===== src/rtl/maxpool_pkg.sv =====
// Shared types and constants for the maxpool
// datapath and its channel sequencer.
package maxpool_pkg;

  localparam int DATA_W = 8;

  typedef enum logic [2:0] {
    IDLE,
    CLEAR,
    FEED,
    DRAIN,
    NEXT,
    FINISH
  } mp_seq_state_t;

  function automatic int clog2_min1(
    input int v
  );
    return (v <= 2) ? 1 : $clog2(v);
  endfunction

endpackage


===== src/rtl/maxpool_out_capture.sv =====
// Pooled-output capture: counts outputs,
// forms channel-linear write addresses.
module maxpool_out_capture #(
  parameter int OUT_PIX = 196,
  parameter int CH_W    = 3,
  parameter int OUT_AW  = 11,
  parameter int DW      = 8,
  parameter int OC_W    =
    maxpool_pkg::clog2_min1(OUT_PIX + 1)
) (
  input  logic              clk,
  input  logic              rst,
  input  logic              i_clr,
  input  logic              i_en,
  input  logic              i_valid,
  input  logic [DW-1:0]     i_data,
  input  logic [CH_W-1:0]   i_ch,
  output logic              o_wr_en,
  output logic [OUT_AW-1:0] o_wr_addr,
  output logic [DW-1:0]     o_wr_data,
  output logic [OC_W-1:0]   o_ocnt,
  output logic              o_ovf
);
  import maxpool_pkg::*;

  logic [OC_W-1:0]   r_ocnt;
  logic              r_wr_en;
  logic [OUT_AW-1:0] r_wr_addr;
  logic [DW-1:0]     r_wr_data;
  logic              w_full;
  logic              w_take;
  logic [OUT_AW-1:0] w_addr;

  assign w_full = (r_ocnt == OC_W'(OUT_PIX));
  assign w_take = i_en & i_valid;
  assign w_addr = OUT_AW'(i_ch) * OUT_AW'(OUT_PIX)
                + OUT_AW'(r_ocnt);

  // channel is sampled with the data, so late
  // writes keep the channel they belong to
  always_ff @(posedge clk) begin
    if (rst) begin
      r_ocnt    <= '0;
      r_wr_en   <= 1'b0;
      r_wr_addr <= '0;
      r_wr_data <= '0;
    end else begin
      r_wr_en <= 1'b0;
      if (i_clr) begin
        r_ocnt <= '0;
      end else if (w_take && !w_full) begin
        r_wr_en   <= 1'b1;
        r_wr_addr <= w_addr;
        r_wr_data <= i_data;
        r_ocnt    <= r_ocnt + OC_W'(1);
      end
    end
  end

  assign o_wr_en   = r_wr_en;
  assign o_wr_addr = r_wr_addr;
  assign o_wr_data = r_wr_data;
  assign o_ocnt    = r_ocnt;
  assign o_ovf     = w_take & w_full;

endmodule


===== src/rtl/maxpool_channel_sequencer.sv =====
// Runs one maxpool engine over every channel
// of a layer, with per-channel watchdog.
module maxpool_channel_sequencer #(
  parameter int MAP_WIDTH    = 28,
  parameter int NUM_CHANNELS = 6,
  parameter int DATA_W       = maxpool_pkg::DATA_W,
  parameter int WATCHDOG     = 500,
  parameter int IN_AW        =
    $clog2(NUM_CHANNELS * MAP_WIDTH * MAP_WIDTH),
  parameter int OUT_AW       =
    $clog2(NUM_CHANNELS * (MAP_WIDTH / 2)
           * (MAP_WIDTH / 2))
) (
  input  logic              clk,
  input  logic              rst,
  input  logic              start,
  output logic              busy,
  output logic              done,
  output logic              error,
  output logic              in_rd_en,
  output logic [IN_AW-1:0]  in_rd_addr,
  input  logic [DATA_W-1:0] in_rd_data,
  output logic              eng_rst,
  output logic              eng_valid_in,
  output logic [DATA_W-1:0] eng_pixel_in,
  input  logic              eng_valid_out,
  input  logic [DATA_W-1:0] eng_pixel_out,
  input  logic              eng_all_done,
  output logic              out_wr_en,
  output logic [OUT_AW-1:0] out_wr_addr,
  output logic [DATA_W-1:0] out_wr_data
);
  import maxpool_pkg::*;

  localparam int PIX     = MAP_WIDTH * MAP_WIDTH;
  localparam int OUT_W   = MAP_WIDTH / 2;
  localparam int OUT_PIX = OUT_W * OUT_W;
  localparam int PW      = clog2_min1(PIX);
  localparam int CW      = clog2_min1(NUM_CHANNELS);
  localparam int WW      = clog2_min1(WATCHDOG + 1);
  localparam int OCW     = clog2_min1(OUT_PIX + 1);

  mp_seq_state_t r_state;
  mp_seq_state_t w_next;

  logic           r_clr_cnt;
  logic [PW-1:0]  r_pix;
  logic [WW-1:0]  r_wd;
  logic [CW-1:0]  r_ch;
  logic           r_err;
  logic           r_vin;

  logic           w_last_pix;
  logic [WW-1:0]  w_wd_inc;
  logic           w_wd_hit;
  logic           w_last_ch;
  logic [OCW-1:0] w_ocnt;
  logic           w_ovf;
  logic           w_cap_en;

  assign w_last_pix = (r_pix == PW'(PIX - 1));
  assign w_wd_inc   = r_wd + WW'(1);
  assign w_wd_hit   = (w_wd_inc == WW'(WATCHDOG));
  assign w_last_ch  = (r_ch == CW'(NUM_CHANNELS - 1));
  assign w_cap_en   = (r_state == FEED)
                    | (r_state == DRAIN)
                    | (r_state == NEXT);

  always_comb begin
    w_next = r_state;
    unique case (r_state)
      IDLE:   if (start) w_next = CLEAR;
      CLEAR:  if (r_clr_cnt) w_next = FEED;
      FEED:   if (w_last_pix) w_next = DRAIN;
      DRAIN:  begin
        if (eng_all_done || w_wd_hit)
          w_next = NEXT;
      end
      NEXT:   w_next = w_last_ch ? FINISH : CLEAR;
      FINISH: w_next = IDLE;
      default: w_next = IDLE;
    endcase
  end

  always_ff @(posedge clk) begin
    if (rst) begin
      r_state   <= IDLE;
      r_clr_cnt <= 1'b0;
      r_pix     <= '0;
      r_wd      <= '0;
      r_ch      <= '0;
      r_err     <= 1'b0;
      r_vin     <= 1'b0;
    end else begin
      r_state <= w_next;
      r_vin   <= (r_state == FEED);
      case (r_state)
        IDLE: begin
          if (start) begin
            r_ch  <= '0;
            r_err <= 1'b0;
          end
        end
        CLEAR: begin
          r_clr_cnt <= ~r_clr_cnt;
          r_pix     <= '0;
          r_wd      <= '0;
        end
        FEED: begin
          if (!w_last_pix)
            r_pix <= r_pix + PW'(1);
        end
        DRAIN: begin
          r_wd <= w_wd_inc;
          // completion wins over a same-cycle timeout
          if (!eng_all_done && w_wd_hit)
            r_err <= 1'b1;
        end
        NEXT: begin
          r_ch <= r_ch + CW'(1);
          if (w_ocnt != OCW'(OUT_PIX))
            r_err <= 1'b1;
        end
        default: ;
      endcase
      if (w_ovf)
        r_err <= 1'b1;
    end
  end

  maxpool_out_capture #(
    .OUT_PIX (OUT_PIX),
    .CH_W    (CW),
    .OUT_AW  (OUT_AW),
    .DW      (DATA_W),
    .OC_W    (OCW)
  ) u_cap (
    .clk       (clk),
    .rst       (rst),
    .i_clr     (r_state == CLEAR),
    .i_en      (w_cap_en),
    .i_valid   (eng_valid_out),
    .i_data    (eng_pixel_out),
    .i_ch      (r_ch),
    .o_wr_en   (out_wr_en),
    .o_wr_addr (out_wr_addr),
    .o_wr_data (out_wr_data),
    .o_ocnt    (w_ocnt),
    .o_ovf     (w_ovf)
  );

  assign busy = (r_state == CLEAR)
              | (r_state == FEED)
              | (r_state == DRAIN)
              | (r_state == NEXT);
  assign done = (r_state == FINISH);
  assign error = r_err;
  assign in_rd_en = (r_state == FEED);
  assign in_rd_addr = IN_AW'(r_ch) * IN_AW'(PIX)
                    + IN_AW'(r_pix);
  assign eng_rst = rst | (r_state == CLEAR);
  assign eng_valid_in = r_vin;
  assign eng_pixel_in = in_rd_data;

endmodule


===== config.mk =====
export PLATFORM = sky130hd
export DESIGN_NAME = maxpool_channel_sequencer
export DESIGN_NICKNAME = d
export VERILOG_FILES = /design/src/rtl/maxpool_pkg.sv /design/src/rtl/maxpool_out_capture.sv /design/src/rtl/maxpool_channel_sequencer.sv
export SDC_FILE = /design/constraint.sdc
export NUM_CORES = 1
export LEC_CHECK = 0
export BUFFER_PORTS_ARGS = -buffer_cell sky130_fd_sc_hd__buf_2
export CORE_MARGIN = 10
export CORE_UTILIZATION = 52
export CTS_CLUSTER_DIAMETER = 40
export CTS_CLUSTER_SIZE = 24
export DETAILED_ROUTE_END_ITERATION = 8
export HOLD_SLACK_MARGIN = 0.15
export MAX_ROUTING_LAYER = met4
export PLACE_DENSITY_LB_ADDON = 0.05
export SYNTH_ARGS = -nofsm -noshare
export SYNTH_HDL_FRONTEND = slang
export SYNTH_SLANG_ARGS = --single-unit

===== constraint.sdc =====
create_clock -name clk -period 5.7 [get_ports clk]
set_input_delay 0.57 -clock clk [delete_from_list [all_inputs] [get_ports clk]]
set_output_delay 0.57 -clock clk [all_outputs]
set_load 0.02 [all_outputs]

==> results.md, run 1 <==
- Overall die width: 98.76 microns
- RSZ-0062 raised after global routing: false
- Worst Path Max Fanout: 8
- CTS tree: yes
- Async SR Flop Fraction: 0%
- Core area: 5956 sq um
- Fmax: 328.1 MHz
- Post-cts sizing count: 0
- Syn Inst Count: 399
- Cell taking the most area after synthesis: dfxtp_1
- Seq/Total Area, Yosys: 34.76%
- Status: complete, no violations
- Number of synthesized flops with an enable pin: 0
- Hold WC Path Type: reg2reg
- Critical R2R Launch: r_state[0]
- Largest family of logic cells by synthesized area: simple AND/OR/NAND/NOR gates
- Root buffer cell: clkbuf_8
- CTS Buf Count: 5
- Hold wc startpoint: u_cap.o_wr_addr[5]
- IO buf count: 51
- First drt pass iteration count: 4
- Vias per inst: 5.428
- Post-Synth Adder-Cell Area: 9.387%
- GPL Wtd Cong: 0.8700
- Worst setup SP type: register
- Max-cap violations: 0
- Clock Sinks: 56
- Yosys reg bits: 56
- # DRC: 0
- PD cells: 212.8 nW/um^2
- Clock Path Buffers: 2
- Max-slew violation count: 0
- CP Class: reg2out
- All-Layer GR Usage: 14.38%
- Starting Density: 54.16%
- Share of the synthesized area in the top cell type: 34.76%
- Fin util: 58.66%
- Ant diodes: 0
- Top cells by area, synth: dfxtp_1, ha_1, nand2_1, a21oi_1, nor2_1
- H-tree depth: 2
- Mux cell area share after synthesis: 0.6206%
- First-pass GRT wire length: 11,840 microns
- Final period utilization: 53.47%
- Hold Violations, Final: 0
- ANT nets after route: 0
- Synthesized Nets: 443
- Number of global-route vias before repair: 2,496
- IO Pins: 68
- Static Leak: 1.437 nW
- Min Tclk post-route: 3.048 ns
- Syn Area/Cell: 8.084 sq um
- WL final: 7017 microns
- Initial antenna violation count: 0
- Hold depth: 2
- Crit. End Element: output port
- Simple-Gate Fraction of Synth Area: 24.75%
- Die H: 98.76 microns
- Top cells by count, synth: dfxtp_1, nand2_1, nor2_1
- Setup Viol. Count Final: 0
- Overall power: 0.7433 mW
- CTS Hold Bufs: 0
- Die footprint: 9754 sq um
- Slew @ Worst Pin: 0.7596 ns
- Share of cells above drive strength 1: 15.93%
- Area of the mapped netlist: 3226 sq um
- Worst slew margin: 49.36%
- Prevailing post-synth register cell: dfxtp_1
- Yosys cell types: 51
- Worst Hold End: u_cap.o_wr_addr[5]
- Worst-path clk slew: 0.10 ns
- # rows: 28
- TNS Setup: 0 ns
- CP Data Arrival Time: 2.48 ns
- Data required time of the worst path: 5.13 ns
- R2R Setup Slk: 3.37 ns
- Post-synthesis compound-gate area fraction: 15.28%
- Maximum vdd drop: 0.1522 mV
- Cells on worst reg2reg path: 4
- Final Net Count: 470
- DRC marker count from the first detailed-route iteration: 77
- Total grt overflow: 0
- Most frequent cell after synthesis: dfxtp_1
- Via count: 2,725
- Worst Clk Skew: 0.003480 ns
- Largest net degree at the start of global routing: 42
- R2R Path End: error
- Final HPWL DP: 5158 microns
- YS warnings: 0
- Synthesized-area fraction occupied by xor and xnor cells: 7.874%
- Skew-Pair Late Insertion Delay: 0.31 ns
- Area grow syn2layout: 8.301%
- Postcts setup bufs: 0
- Routed len/inst: 13.98 microns
[how the worst max path moves through the flow]
stage | from | end | slack, ns | depth (start not counted)
after floorplan | r_ch[1] | in_rd_addr[11] | 3.07 | 8
after global placement | r_ch[0] | in_rd_addr[12] | 3.02 | 9
after detailed placement | r_ch[0] | in_rd_addr[12] | 2.97 | 9
after CTS | r_ch[0] | in_rd_addr[12] | 2.62 | 9
after global routing | r_ch[1] | in_rd_addr[11] | 2.40 | 9
final | r_ch[0] | in_rd_addr[12] | 2.65 | 9
[sequential cells by signal, summed over array words and instances, names as in the netlist]
name,count
u_cap.o_wr_addr,11
r_pix,10
r_wd,9
u_cap.o_ocnt,8
u_cap.o_wr_data,8
r_ch,3
r_state,3
eng_valid_in,1
error,1
r_clr_cnt,1
u_cap.o_wr_en,1
[per-stage QoR]
stage                     hold slack, ns  instance area [sq um]  std cells  setup WS [ns]
after floorplan                   0.4577                   3226        399          3.066
after global placement            0.4377                   3402        494          3.021
after detailed placement          0.4438                   3402        494          2.971
after CTS                         0.4588                   3493        502          2.623
after global routing              0.4776                   3493        502          2.401
final                             0.4545                   3493        502          2.652
[kinds of logic (layout without fill, tap and decap cells)]
logic type / Yosys count / count (layout)
buf+inv: 47 / 75
xor+xnor: 29 / 29
mux: 2 / 2
flops: 56 / 56
compound gates: 78 / 78
fa+ha+maj: 23 / 23
simple gates: 164 / 164
[critical path, cell delays in order (launching register included)]
cell	delay, ns
dfxtp_1	0.52
ha_1	0.23
inv_1	0.05
fa_1	0.40
nor2b_1	0.11
o21ai_0	0.12
o21ai_0	0.32
nand2_1	0.11
xnor2_1	0.13
buf_2	0.18
[placed cells by master, fill, tap and decap left out, types with 3 or more instances in the layout]
cell type	instances
a21oi_1	34
nand3_1	16
nand4_1	10
and2_1	3
nor2b_1	7
xnor2_1	14
or3_1	3
clkbuf_8	5
buf_2	51
dfxtp_1	56
ha_1	21
and3_1	6
o21ai_0	14
nand4b_1	3
inv_1	15
nor3_1	8
nand2_1	51
a211oi_1	4
nor2_1	42
a311oi_1	5
nor4_1	4
xor2_1	15
o2111ai_1	3
[layout make-up]
class                           count  area, sq um
Fill cell                         567         2462
Multi-Input combinational cell    296         1868
Sequential cell                    56         1121
Timing Repair Buffer               52        262.8
Tap cell                           75        93.84
Clock buffer                        5        68.82
Inverter                           15        56.30
Clock inverter                      3        22.52
[metal layers]
layer | track usage, % | part of all wire [%] | up-vias
li1 | - | - | 1434
met1 | 17.74 | 49 | 1247
met2 | 23.15 | 47 | 40
met3 | 3.492 | 3.4 | 4
met4 | 3.308 | 0.44 | 0
met5 | - | 0 | -
[where the power goes]
group / leakage, nW / switching [mW] / total (mW) / internal [mW]
sequential: 0.452 / 0.0160 / 0.418 / 0.402
combinational: 0.936 / 0.0696 / 0.104 / 0.0343
clock: 0.0485 / 0.133 / 0.221 / 0.0884
No activity file was read; power rests on OpenSTA's default activity.
==> run 2, diff against run 1 <==
--- a/config.mk
+++ b/config.mk
@@ -7,7 +7,7 @@
 export LEC_CHECK = 0
 export BUFFER_PORTS_ARGS = -buffer_cell sky130_fd_sc_hd__buf_2
 export CORE_MARGIN = 10
-export CORE_UTILIZATION = 52
+export CORE_UTILIZATION = 50
 export CTS_CLUSTER_DIAMETER = 40
 export CTS_CLUSTER_SIZE = 24
 export DETAILED_ROUTE_END_ITERATION = 8
==> constraint.sdc (replaced) <==
create_clock -name clk -period 2.5 [get_ports clk]
set_input_delay 0.25 -clock clk [delete_from_list [all_inputs] [get_ports clk]]
set_output_delay 0.25 -clock clk [all_outputs]
set_load 0.02 [all_outputs]
==> results.md, run 2 (same netlist as run 1, synthesis figures left out) <==
- Number of global-route vias before repair: 2,667 (+6.9%)
- Crit. End Element: output port
- Setup WS post-layout: 0.1125 ns (-2.540 ns)
- TNS Setup: 0 ns (unchanged)
- Overall die width: 100.3 microns (+1.6%)
- PD cells: 474.1 nW/um^2 (+120%)
- Vias per inst: 5.448 (+0.37%)
- Final HPWL DP: 5560 microns (+7.8%)
- Ant diodes: 0 (unchanged)
- Via count: 2,844 (+4.4%)
- GR met3 Demand/Resource: 3.434% (-0.058 points)
- Fill cells: 636 (+12%)
- R2R Setup Slk: 0.41 ns (-2.96 ns)
- Fin cells: 522 (+4.0%)
- First drt pass iteration count: 4 (unchanged)
- RSZ-0062 raised after global routing: true
- Root buffer cell: clkbuf_8
- CP Data Arrival Time: 2.14 ns (-0.34 ns)
- # DRC: 0 (unchanged)
- Worst Clk Skew: 0.006596 ns (+0.003116 ns)
- Placed Area: 3502 sq um (+2.9%)
- IO Pins: 68 (unchanged)
- Worst Hold End: u_cap.o_wr_data[4]
- Hold Violations, Final: 0 (unchanged)
- DRC marker count from the first detailed-route iteration: 107 (+39%)
- Fin util: 58.26% (-0.39 points)
- Initial antenna violation count: 0 (unchanged)
- # rows: 29 (+3.6%)
- Status: complete, no violations
- CP Class: reg2out
- Total grt overflow: 0 (unchanged)
- Setup Viol. Count Final: 0 (unchanged)
- Area grow syn2layout: 14.04%
- Max-slew violation count: 0 (unchanged)
- Clock Sinks: 56 (unchanged)
- GR Util met1: 18.90% (+1.2 points)
- Register area: 1127 sq um (+0.56%)
- Crit. Startpoint: r_ch[0]
- Worst setup SP type: register
- GRT met2 Usage: 25.22% (+2.1 points)
- Die footprint: 10,060 sq um (+3.2%)
- Starting Density: 51.09% (-3.1 points)
- GR peak layer: met2
- Overall power: 1.744 mW (+130%)
- Commonest non-fill, non-tap cell in the layout: dfxtp_1
- ANT nets after route: 0 (unchanged)
- Critical R2R Launch: u_cap.o_ocnt[2]
- Max reg flops: 11 (unchanged)
- Clock Path Buffers: 2 (unchanged)
- CTS Buf Count: 5 (unchanged)
- Data required time of the worst path: 2.25 ns (-2.88 ns)
- All-Layer GR Usage: 15.40% (+1.0 points)
- Cells on worst reg2reg path: 8 (+4)
- Final period utilization: 95.50%
- Placed cell count: 509 (+3.0%)
- Core area: 6314 sq um (+6.0%)
- DP Worst Slack: 0.2267 ns (-2.744 ns)
- Post-route cell area: 3679 sq um (+5.3%)
- Static Leak: 1.522 nW (+5.9%)
- Skew-Pair Late Insertion Delay: 0.31 ns (about the same)
- Area taken by multi-input logic gates: 1891 sq um (+1.2%)
- Max-cap violations: 0 (unchanged)
- Final Net Count: 488 (+3.8%)
- Fmax: 418.8 MHz
- Postcts setup bufs: 0 (unchanged)
- IO buf count: 51 (unchanged)
- Hold wc startpoint: eng_pixel_out[4]
- Maximum vdd drop: 0.2894 mV (+90%)
- Slew @ Worst Pin: 0.5241 ns (-0.2355 ns)
- Hold depth: 3 (+1)
- Share of cells above drive strength 1: 20.00% (+4.1 points)
- CTS tree: yes
- Worst slew margin: 65.06% (+16 points)
- Min Tclk post-route: 2.388 ns
- Most frequent cells in the layout: dfxtp_1, nand2_1, buf_2
- First-pass GRT wire length: 12,810 microns (+8.2%)
- Worst Path Max Fanout: 8 (unchanged)
- Worst-path clk slew: 0.11 ns (about the same)
- R2R Path End: u_cap.o_wr_addr[10]
- Die H: 100.3 microns (+1.6%)
- WL final: 7481 microns (+6.6%)
- H-tree depth: 2 (unchanged)
- Routed len/inst: 14.33 microns (+2.5%)
- Largest net degree at the start of global routing: 38 (-9.5%)
- GPL Wtd Cong: 0.7976 (-8.3%)
- Hold WC Path Type: in2reg
- Hold_ws: 0.1636 ns (-0.2909 ns)
==> run 2: worst max-delay path by stage <==
stage                                end
after floorplan           in_rd_addr[11]
after global placement    in_rd_addr[12]
after detailed placement  in_rd_addr[12]
after CTS                 in_rd_addr[11]
after global routing      in_rd_addr[12]
final                     in_rd_addr[11]
==> run 2: final cells by class <==
cell class | count | share of cell area [%]
repair buffers | 70 | 11.22
clock buffers | 5 | 1.871
multi-input cells | 296 | 51.39
well taps | 77 | 2.619
clock inverters | 3 | 0.7143
inverters | 15 | 1.531
flip-flops and latches | 56 | 30.65
==> run 2: routing by layer <==
metal	vias to the layer above	part of all wire, %
met3	6	4.9
met5	-	0
li1	1473	-
met1	1308	47
met4	0	0.45
met2	57	48
==> run 2: what timing repair did <==
item,4_1_cts,5_1_grt
resized for setup,2,11
pin swaps,1,1
hold buffers,5,0
endpoints found under the hold margin,7,0
endpoints found under the setup margin,2,3
==> run 2: critical path, stage by stage (launching register included) <==
cell and delay [ns]:
dfxtp_1 0.33, buf_4 0.16, ha_1 0.24, ha_1 0.20, xor2_1 0.14, buf_4 0.15, or3_1 0.30, o2111ai_1 0.08
nor3_1 0.06, buf_2 0.16
==> run 2: where the power goes <==
group          leakage, nW  switching [mW]  internal (mW)
combinational         1.03           0.169         0.0995
clock               0.0423           0.326          0.205
sequential           0.454          0.0295          0.915
==> run 3, diff against run 2 <==
--- a/config.mk
+++ b/config.mk
@@ -6,11 +6,12 @@
 export NUM_CORES = 1
 export LEC_CHECK = 0
 export BUFFER_PORTS_ARGS = -buffer_cell sky130_fd_sc_hd__buf_2
-export CORE_MARGIN = 10
+export CORE_MARGIN = 2
 export CORE_UTILIZATION = 50
 export CTS_CLUSTER_DIAMETER = 40
 export CTS_CLUSTER_SIZE = 24
 export DETAILED_ROUTE_END_ITERATION = 8
+export GPL_TIMING_DRIVEN = 0
 export HOLD_SLACK_MARGIN = 0.15
 export MAX_ROUTING_LAYER = met4
 export PLACE_DENSITY_LB_ADDON = 0.05
==> results.md, run 3 (same netlist as run 1, synthesis figures left out) <==
- Final Net Count: 512 (+4.9%)
- Die footprint: 7110 sq um (-29%)
- R2R Path End: u_cap.o_wr_addr[10]
- Slew @ Worst Pin: 0.5891 ns (+0.06499 ns)
- Setup Viol. Count Final: 0 (unchanged)
- Final HPWL DP: 5405 microns (-2.8%)
- R2R Setup Slk: 0.29 ns (-0.12 ns)
- # DRC: 0 (unchanged)
- GPL Wtd Cong: 0.8482 (+6.3%)
- Ant diodes: 0 (unchanged)
- Cells on worst reg2reg path: 9 (+1)
- H-tree depth: 2 (unchanged)
- Worst Path Max Fanout: 7 (-1)
- Starting Density: 51.39% (+0.30 points)
- Vias per inst: 5.421 (-0.50%)
- Worst setup SP type: register
- Fmax: 420.0 MHz (+0.27%)
- Commonest non-fill, non-tap cell in the layout: buf_2
- Number of global-route vias before repair: 2,689 (+0.82%)
- Static Leak: 1.603 nW (+5.3%)
- CP max stage delay: 0.37 ns (+0.04 ns)
- Die H: 84.32 microns (-16%)
- Fin util: 61.09% (+2.8 points)
- All-Layer GR Usage: 21.36% (+6.0 points)
- CTS Hold Bufs: 0 (-5)
- Crit. End Element: output port
- Final period utilization: 95.24% (-0.26 points)
- Crit. Startpoint: r_ch[0]
- Area taken by multi-input logic gates: 1941 sq um (+2.6%)
- Root buffer cell: clkbuf_8
- CTS tree: yes
- Clock Path Buffers: 2 (unchanged)
- Overall power: 1.752 mW (+0.46%)
- Cell Chain, Critical Path: buf_4 > ha_1 > inv_2 > ha_4 > or3_1 > o2111ai_1 > nor3_1 > buf_2
- Worst-path clk slew: 0.11 ns (about the same)
- Largest net degree at the start of global routing: 20 (-47%)
- Hold Violations, Final: 0 (unchanged)
- Fill cells: 594 (-6.6%)
- Placed Area: 3617 sq um (+3.3%)
- First-pass GRT wire length: 12,320 microns (-3.8%)
- Worst path slowest cell: dfxtp_4
- Area grow syn2layout: 18.89%
- CP Data Arrival Time: 2.13 ns (about the same)
- Worst slew margin: 60.73% (-4.3 points)
- Share of cells above drive strength 1: 25.16% (+5.2 points)
- PD cells: 456.9 nW/um^2 (-3.6%)
- IO Pins: 68 (unchanged)
- Hold WC Path Type: in2reg
- Max reg flops: 11 (unchanged)
- Overall die width: 84.32 microns (-16%)
- Skew-Pair Late Insertion Delay: 0.31 ns (about the same)
- Max-slew violation count: 0 (unchanged)
- Post-route cell area: 3835 sq um (+4.3%)
- Min Tclk post-route: 2.381 ns (-0.006498 ns)
- WL final: 7323 microns (-2.1%)
- Data required time of the worst path: 2.25 ns (about the same)
- Core area: 6277 sq um (-0.57%)
- Initial antenna violation count: 0 (unchanged)
- First drt pass iteration count: 4 (unchanged)
- Clock Sinks: 56 (unchanged)
- Hold depth: 3 (unchanged)
- Routed len/inst: 13.41 microns (-6.4%)
- DRC marker count from the first detailed-route iteration: 127 (+19%)
- Via count: 2,960 (+4.1%)
- ANT nets after route: 0 (unchanged)
- Total grt overflow: 0 (unchanged)
- CTS Buf Count: 5 (unchanged)
- Status: complete, no violations
- Worst setup path endpoint: in_rd_addr[11]
- Maximum vdd drop: 0.3537 mV (+22%)
- Register area: 1134 sq um (+0.56%)
- CP Class: reg2out
- # rows: 29 (unchanged)
- IO buf count: 59 (+16%)
- Max-cap violations: 0 (unchanged)
- Critical R2R Launch: r_ch[0]
- Most frequent cells in the layout: buf_2, dfxtp_1, nand2_1
- Worst Clk Skew: 0.007576 ns (+0.0009802 ns)
## run 3: cell types whose count changed in the layout (fill, tap and decap cells not counted), moves of 2 or more
cell,delta
dlygate4sd3_1,-5
inv_6,+2
clkinvlp_4,-2
buf_2,+14
clkbuf_1,+8
buf_4,+5
clkbuf_2,+2
dfxtp_4,+2
inv_1,-2
ha_1,-3
ha_4,+2
## run 3: how the worst min path moves through the flow
| stage | end | startpoint | slack, ns |
|---|---|---|---|
| after floorplan | error | start | 0.34 |
| after global routing | u_cap.o_wr_data[0] | eng_pixel_out[0] | 0.15 |
| final | u_cap.o_wr_data[6] | eng_pixel_out[6] | 0.16 |
| after detailed placement | u_cap.o_wr_addr[7] | u_cap.o_wr_addr[7] | 0.44 |
| after global placement | u_cap.o_wr_addr[7] | u_cap.o_wr_addr[7] | 0.44 |
| after CTS | u_cap.o_wr_data[6] | eng_pixel_out[6] | 0.15 |
## run 3: layout make-up
cell class / instances / share of cell area [%]
multi-input combinational: 296 / 50.60
timing repair buffer: 64 / 8.744
inverter: 15 / 1.533
tap: 77 / 2.512
sequential: 56 / 29.56
clock inverter: 3 / 0.6852
buffer: 30 / 4.568
clock buffer: 5 / 1.794
## run 3: power by group
part           total (mW)  switching (mW)  internal [mW]
Combinational       0.298           0.194          0.104
Clock               0.524           0.317          0.207
Sequential          0.930          0.0169          0.913
Total                1.75           0.528           1.22
## run 3: through the flow
step                      hold slack [ns]   TNS [ns]  setup WS [ns]  std cells
after global placement             0.4364   -0.04236       -0.04236        535
after global routing               0.1545  -0.009487      -0.005977        546
after floorplan                    0.3380          0         0.1861        399
final                              0.1582          0         0.1190        546
after CTS                          0.1507          0      0.0001406        545
after detailed placement           0.4426   -0.05974       -0.03548        535
## run 3: critical path, delay by kind of cell, from the launching register on
family	cells	cell delay, ns
simple gates	2	0.41
flops	1	0.37
buf+inv	3	0.44
fa+ha+maj	2	0.52
compound gates	1	0.08
## run 3: routing by layer
| metal | share of wire (%) | track usage (%) |
|---|---|---|
| met2 | 48 | 35.79 |
| met1 | 47 | 27.54 |
| met4 | 0.71 | 4.545 |
| met5 | 0 | - |
| met3 | 4.3 | 3.048 |
## run 3: repair_timing
| item | CTS | global route |
|---|---|---|
| pin swaps | 2 | 4 |
| setup buffers | 2 | 3 |
| setup endpoints to repair | 4 | 4 |
| cloned | 0 | 0 |
| gates resized for setup | 11 | 17 |
